**src/rtl/thresh_pkg.sv**
```systemverilog
// Shared types for the threshold chain loader: FSM state encoding and width helper.
package thresh_pkg;

  typedef enum logic [2:0] {
    IDLE   = 3'd0,
    PLOAD  = 3'd1,
    SHIFT  = 3'd2,
    STROBE = 3'd3,
    DONE   = 3'd4
  } state_t;

  function automatic int clog2_min1(input int n);
    return (n <= 1) ? 1 : $clog2(n);
  endfunction

endpackage

```
**src/rtl/tmr_vote.sv**
```systemverilog
// Bitwise 2-of-3 majority voter.
module tmr_vote #(
  parameter int W = 1
) (
  input  logic [W-1:0] a_i,
  input  logic [W-1:0] b_i,
  input  logic [W-1:0] c_i,
  output logic [W-1:0] y_o
);

  assign y_o = (a_i & b_i) | (a_i & c_i) | (b_i & c_i);

endmodule

```
**src/rtl/thresh_chain_loader.sv**
```systemverilog
// Serial loader for a daisy chain of NDEV comparator threshold DACs, falling-edge clocked.
// Define THRESH_CHAIN_LOADER_TMR_EN to triplicate all registers behind a majority voter.
//
// state  | meaning
// IDLE   | waiting for START
// PLOAD  | capture DATA into the shift register
// SHIFT  | shift NDEV*DW bits out, MSB first
// STROBE | LOAD high for LOAD_W cycles
// DONE   | SET_DONE high until START drops
module thresh_chain_loader
  import thresh_pkg::*;
#(
  parameter int DW     = 16,
  parameter int NDEV   = 1,
  parameter int LOAD_W = 2
) (
  input  logic               CLK,
  input  logic               RST,
  input  logic               START,
  input  logic [NDEV*DW-1:0] DATA,
  output logic               SDATA,
  output logic               SHFT_ENA,
  output logic               LOAD,
  output logic               BUSY,
  output logic               SET_DONE,
  output logic               ABORTED
);

  localparam int N   = NDEV * DW;
  localparam int BW  = $clog2(DW);
  localparam int DVW = clog2_min1(NDEV);
  localparam int RW  = 3 + BW + DVW + 4 + N + 6;

  logic [RW-1:0]  cur, nxt;
  logic [2:0]     st_bits;
  state_t         state_q, state_d;
  logic [BW-1:0]  bcnt_q, bcnt_d;
  logic [DVW-1:0] dcnt_q, dcnt_d;
  logic [3:0]     scnt_q, scnt_d;
  logic [N-1:0]   sreg_q, sreg_d;
  logic [5:0]     outs_q, outs_d;
  logic           aborted_d;

  // All registered fields live in one vector so the TMR build can vote them as a unit.
  assign {st_bits, bcnt_q, dcnt_q, scnt_q, sreg_q, outs_q} = cur;
  assign state_q = state_t'(st_bits);
  assign nxt = {state_d, bcnt_d, dcnt_d, scnt_d, sreg_d, outs_d};

  always_comb begin
    state_d   = state_q;
    bcnt_d    = bcnt_q;
    dcnt_d    = dcnt_q;
    scnt_d    = scnt_q;
    sreg_d    = sreg_q;
    aborted_d = outs_q[0];
    case (state_q)
      IDLE: begin
        if (START) begin
          state_d   = PLOAD;
          aborted_d = 1'b0;
        end
      end
      PLOAD: begin
        bcnt_d = '0;
        dcnt_d = '0;
        if (!START) begin
          state_d   = IDLE;
          aborted_d = 1'b1;
        end else begin
          state_d = SHIFT;
          sreg_d  = DATA;
        end
      end
      SHIFT: begin
        if (!START) begin
          state_d   = IDLE;
          aborted_d = 1'b1;
        end else begin
          sreg_d = sreg_q << 1;
          if (bcnt_q == BW'(DW - 1)) begin
            bcnt_d = '0;
            if (dcnt_q == DVW'(NDEV - 1)) begin
              state_d = STROBE;
              scnt_d  = '0;
            end else begin
              dcnt_d = dcnt_q + DVW'(1);
            end
          end else begin
            bcnt_d = bcnt_q + BW'(1);
          end
        end
      end
      STROBE: begin
        if (!START) begin
          state_d   = IDLE;
          aborted_d = 1'b1;
        end else if (scnt_q == 4'(LOAD_W - 1)) begin
          state_d = DONE;
        end else begin
          scnt_d = scnt_q + 4'd1;
        end
      end
      DONE: begin
        if (!START) state_d = IDLE;
      end
      default: state_d = IDLE;
    endcase

    // Outputs are decoded from the next state so they change on the same edge as the state.
    outs_d = {(state_d == SHIFT) ? sreg_d[N-1] : 1'b0,
              state_d == SHIFT,
              state_d == STROBE,
              (state_d == PLOAD) || (state_d == SHIFT) || (state_d == STROBE),
              state_d == DONE,
              aborted_d};
  end

`ifdef THRESH_CHAIN_LOADER_TMR_EN
  (* syn_preserve = 1 *) logic [RW-1:0] regs_q [3];

  always_ff @(negedge CLK or posedge RST) begin
    if (RST) begin
      for (int i = 0; i < 3; i++) regs_q[i] <= '0;
    end else begin
      for (int i = 0; i < 3; i++) regs_q[i] <= nxt;
    end
  end

  tmr_vote #(.W(RW)) u_vote (
    .a_i(regs_q[0]),
    .b_i(regs_q[1]),
    .c_i(regs_q[2]),
    .y_o(cur)
  );
`else
  logic [RW-1:0] regs_q;

  always_ff @(negedge CLK or posedge RST) begin
    if (RST) regs_q <= '0;
    else     regs_q <= nxt;
  end

  assign cur = regs_q;
`endif

  assign {SDATA, SHFT_ENA, LOAD, BUSY, SET_DONE, ABORTED} = outs_q;

endmodule
```
**config.mk**
```make
export PLATFORM = sky130hd
export DESIGN_NAME = thresh_chain_loader
export DESIGN_NICKNAME = d
export VERILOG_FILES = /design/src/rtl/thresh_pkg.sv /design/src/rtl/tmr_vote.sv /design/src/rtl/thresh_chain_loader.sv
export SDC_FILE = /design/constraint.sdc
export NUM_CORES = 1
export LEC_CHECK = 0
export CAP_MARGIN = 20
export CORE_MARGIN = 10
export CORE_UTILIZATION = 52
export DETAILED_ROUTE_END_ITERATION = 10
export PLACE_DENSITY = 0.82
export REMOVE_ABC_BUFFERS = 1
export SYNTH_ARGS = -nofsm -noshare
export SYNTH_HDL_FRONTEND = slang
export SYNTH_SLANG_ARGS = --single-unit
export TNS_END_PERCENT = 5
```
**constraint.sdc**
```tcl
create_clock -name CLK -period 2 [get_ports CLK]
set_clock_uncertainty 0.2 [all_clocks]
set_input_delay 0.4 -clock CLK [delete_from_list [all_inputs] [get_ports CLK]]
set_output_delay 0.4 -clock CLK [all_outputs]
set_load 0.005 [all_outputs]
```
Word level (Yosys, flattened, before mapping):

Index checks and enable logic that the tools add are counted.
W data, S select, Z words.

* bits in latches: 0
* input port bits: 19
* logic and storage cells: 68
* memories kept: 0
* register bits after elaboration: 34
* RAM bits: 0
* output and inout bits: 6
* bits in read-only memories: 0

* add/sub/neg operators: 3
* reductions and logical operators: 12
* order comparisons: 0
* bitwise gates (word level): 0
* divide/modulo/power cells: 0
* equal/unequal tests: 18
* mux-type cells: 29
* multiply operators: 0
* shift-type cells: 0

Operators with widths (count)
* $mux W16: 2
* $pmux W16 S2: 1
* $mux W4: 7
* $mux W3: 7
* $ne A2 B2 Y1 const B: 8
* $pmux W4 S2: 2
* $pmux W3 S5: 1
* $eq A3 B2 Y1 const B: 4
* $reduce_and A3 Y1: 3
* $add A4 B1 Y4 const B: 2
* $eq A3 B1 Y1 const B: 2
* $eq A3 B3 Y1 const B: 2
* $mux W1: 6
* $reduce_and A6 Y1: 1
* $reduce_bool A2 Y1: 3
* $eq A4 B1 Y1 const B: 1
* $eq A4 B4 Y1 const B: 1
* $pmux W1 S2: 2
* $logic_not A3 Y1: 1
* $reduce_or A3 Y1: 1
* $logic_or A1 B1 Y1: 2
* $mux W2: 1
* $reduce_and A2 Y1: 1
* $add A1 B1 Y1 const B: 1

Depth between registers and ports, before layout:

* depth after elaboration: 7
* gate-level depth with buffers: 7
* mapped depth without buffers: 6

==> flow_summary.yaml <==
outcome:
  status: "complete, but fails checks"
  violations: "setup timing"
cts:
  cts_max_level: 2
  path_clk_slew_ps: 70
  clockRootBuffer: "clkbuf_4"
  cts_max_path_buffers: 2
  clock_latency_ps: 320
  cts.sinks: 33
  cts_tree: "done"
  cts_made_buffers: 5
synth:
  ys_top_cells_by_area: "dfrtn_1, a22oi_1, o21ai_0"
  yosysMostFrequentCell: "dfrtn_1"
  ys_types: 37
  syn_area_per_cell_um2: 10.3
  synth-edff-count: 0
  syn_area_mm2: 0.00156
  yosysTopAreaCellShare_pct: 53.1
  synth-seq-cells: 33
  synth_ff_type: "dfrtn_1"
  yosysTopAreaCell: "dfrtn_1"
  postSynth.asyncResetShare_pct: 100
  netlist_instances: 151
  synth_commonest_cells: "dfrtn_1, o21ai_0, nand2_1, a22oi_1, nor2_1"
  synth-seq-area-share_pct: 53.1
  yosysWarnings: 0
floorplanning:
  io_pins: 25
  initial_core_util_pct: 55.5
  std_cell_rows: 19
  die_h_um: 74.7
  core_mm2: 0.00281
  die_w_um: 74.7
  dieArea_mm2: 0.00558
worst_setup_path:
  reg2reg_to: "cur[30]"
  crit_family: "flip-flops"
  path_max_fanout: 2
  critPathLaunchType: "flip-flop"
  r2r_cells: 5
  slowest_stage: "dfrtn_1"
  arrival_ps: 1840
  r2r-start: "cur[32]"
  rrSetupSlack_ps: 80
  cp.buffers_inverters: 1
  path_class: "flip-flop to primary output"
  slowest_delay_ps: 410
  path_cells: "buf_2"
  worstSetupStartpoint: "cur[0]"
  endpoint_kind: "primary output"
  worstPathRequired_ps: 1400
place:
  dpl_cell_area_mm2: 0.00195
  dp.cells: 213
  gp_congestion: 0.819
  port-buffer-count: 24
  hpwl_um: 2440
route:
  drt_iter0_drc: 126
  wl_per_cell_um: 16.4
  firstDrtPassIters: 4
  drc: 0
  vias_per_cell: 5.83
  wirelength_um: 3650
  antenna_left: 0
  vias: 1299
finish:
  syn2layout_area_growth_pct: 35.3
  drive_gt1_share_pct: 28.1
  largest_reg_flops: 33
  final_area_mm2: 0.00211
  n_antenna_cell: 0
  final_nets: 214
  fin_cells: 223
min_path:
  min_to: "cur[12]"
  whs_path_depth: 2
  hold_class: "flip-flop to flip-flop"
  hold_start: "cur[12]"
global_route:
  grt-busiest-layer: "met2"
  first_global_vias: 1278
  grtUsageTotal_pct: 13.6
  grt_pass1_wl_um: 5950
  met2_usage_pct: 22.2
  use_met3_pct: 4.34
  antenna_found_initial: 0
  grt_max_degree: 34
  overflow: 0
  use_met1_pct: 15.7
timing:
  rsz0062_at_grt: "yes"
  finalMaxSlewViolations: 0
  slew_headroom_pct: 65.2
  worstMarginPinSlew_ps: 520
  setup_violations: 33
  setup_slack_ps: -439
  hold_ws_ps: 239
  hold_viol: 0
power:
  power_density_mw_per_mm2: 782
  max-vdd-ir-drop_uv: 517
  p_leak_nw: 0.908
job:
  drv_cap: 0
routing by layer:
metal	vias to the layer above	part of all wire (%)
met2	34	51
met5	-	0
li1	623	-
met1	636	42
met4	0	1.2
met3	6	5.6
how the worst max path moves through the flow:
stage | to | slack (ps) | depth (start not counted)
floorplan | cur[20] | -620 | 4
global placement | cur[23] | -1180 | 5
detailed placement | cur[23] | -1270 | 5
CTS | ABORTED | -450 | 1
global route | ABORTED | -480 | 1
finish | ABORTED | -440 | 1
cell usage in the layout, fill, tap and decap left out, drive strengths merged, types with 3 or more instances in the layout:
cell type / Yosys / routed
nand3: 5 / 5
nor2b: 6 / 6
nand2: 16 / 16
nor2: 7 / 7
inv: 5 / 5
nand2b: 5 / 5
clkdlybuf4s50: 0 / 17
a22oi: 13 / 13
ha: 3 / 3
clkbuf: 2 / 7
o21ai: 20 / 20
o311ai: 3 / 3
a21oi: 4 / 4
dfrtn: 33 / 33
buf: 7 / 26
power breakdown:
group / internal, W / switching, W / total, W
logic: 0.000213 / 0.000210 / 0.000422
clock network: 0.000166 / 0.000218 / 0.000384
registers: 0.000772 / 0.0000678 / 0.000840
cell families after synthesis:
group,count (synthesis),share of synthesized area (%)
AND/OR/NAND/NOR,48,16.2
adder cells (fa/ha/maj),3,2.41
buffers and inverters,14,4.10
multiplexers,3,2.09
flip-flops,33,53.1
AO/OA/AOI/OAI,50,22.1
layout make-up:
type | count | area (µm²)
fill | 200 | 699
sequential | 33 | 826
timing repair buffer | 43 | 403
clock buffer | 7 | 55.1
inverter | 5 | 18.8
multi-input combinational | 104 | 764
tap | 31 | 38.8
repair_timing:
action / in CTS / in global routing
pin swaps: 5 / 1
resized for setup: 49 / 23
hold buffers: 0 / 0
endpoints found under the setup margin: 39 / 33
setup buffers: 2 / 0
through the flow:
stage / worst slack [ps] / TNS (ps) / util (%) / power (W)
6_report: -439 / -8170 / 75.1 / 0.00165
5_1_grt: -479 / -9200 / 75.1 / 0.00173
4_1_cts: -450 / -8150 / 72.9 / 0.00161
3_5_place_dp: -1270 / -37970 / 69.4 / 0.00122
3_3_place_gp: -1180 / -35460 / 69.4 / 0.00120
2_1_floorplan: -618 / -20280 / - / 0.00103
No activity file was read; power rests on OpenSTA's default activity.
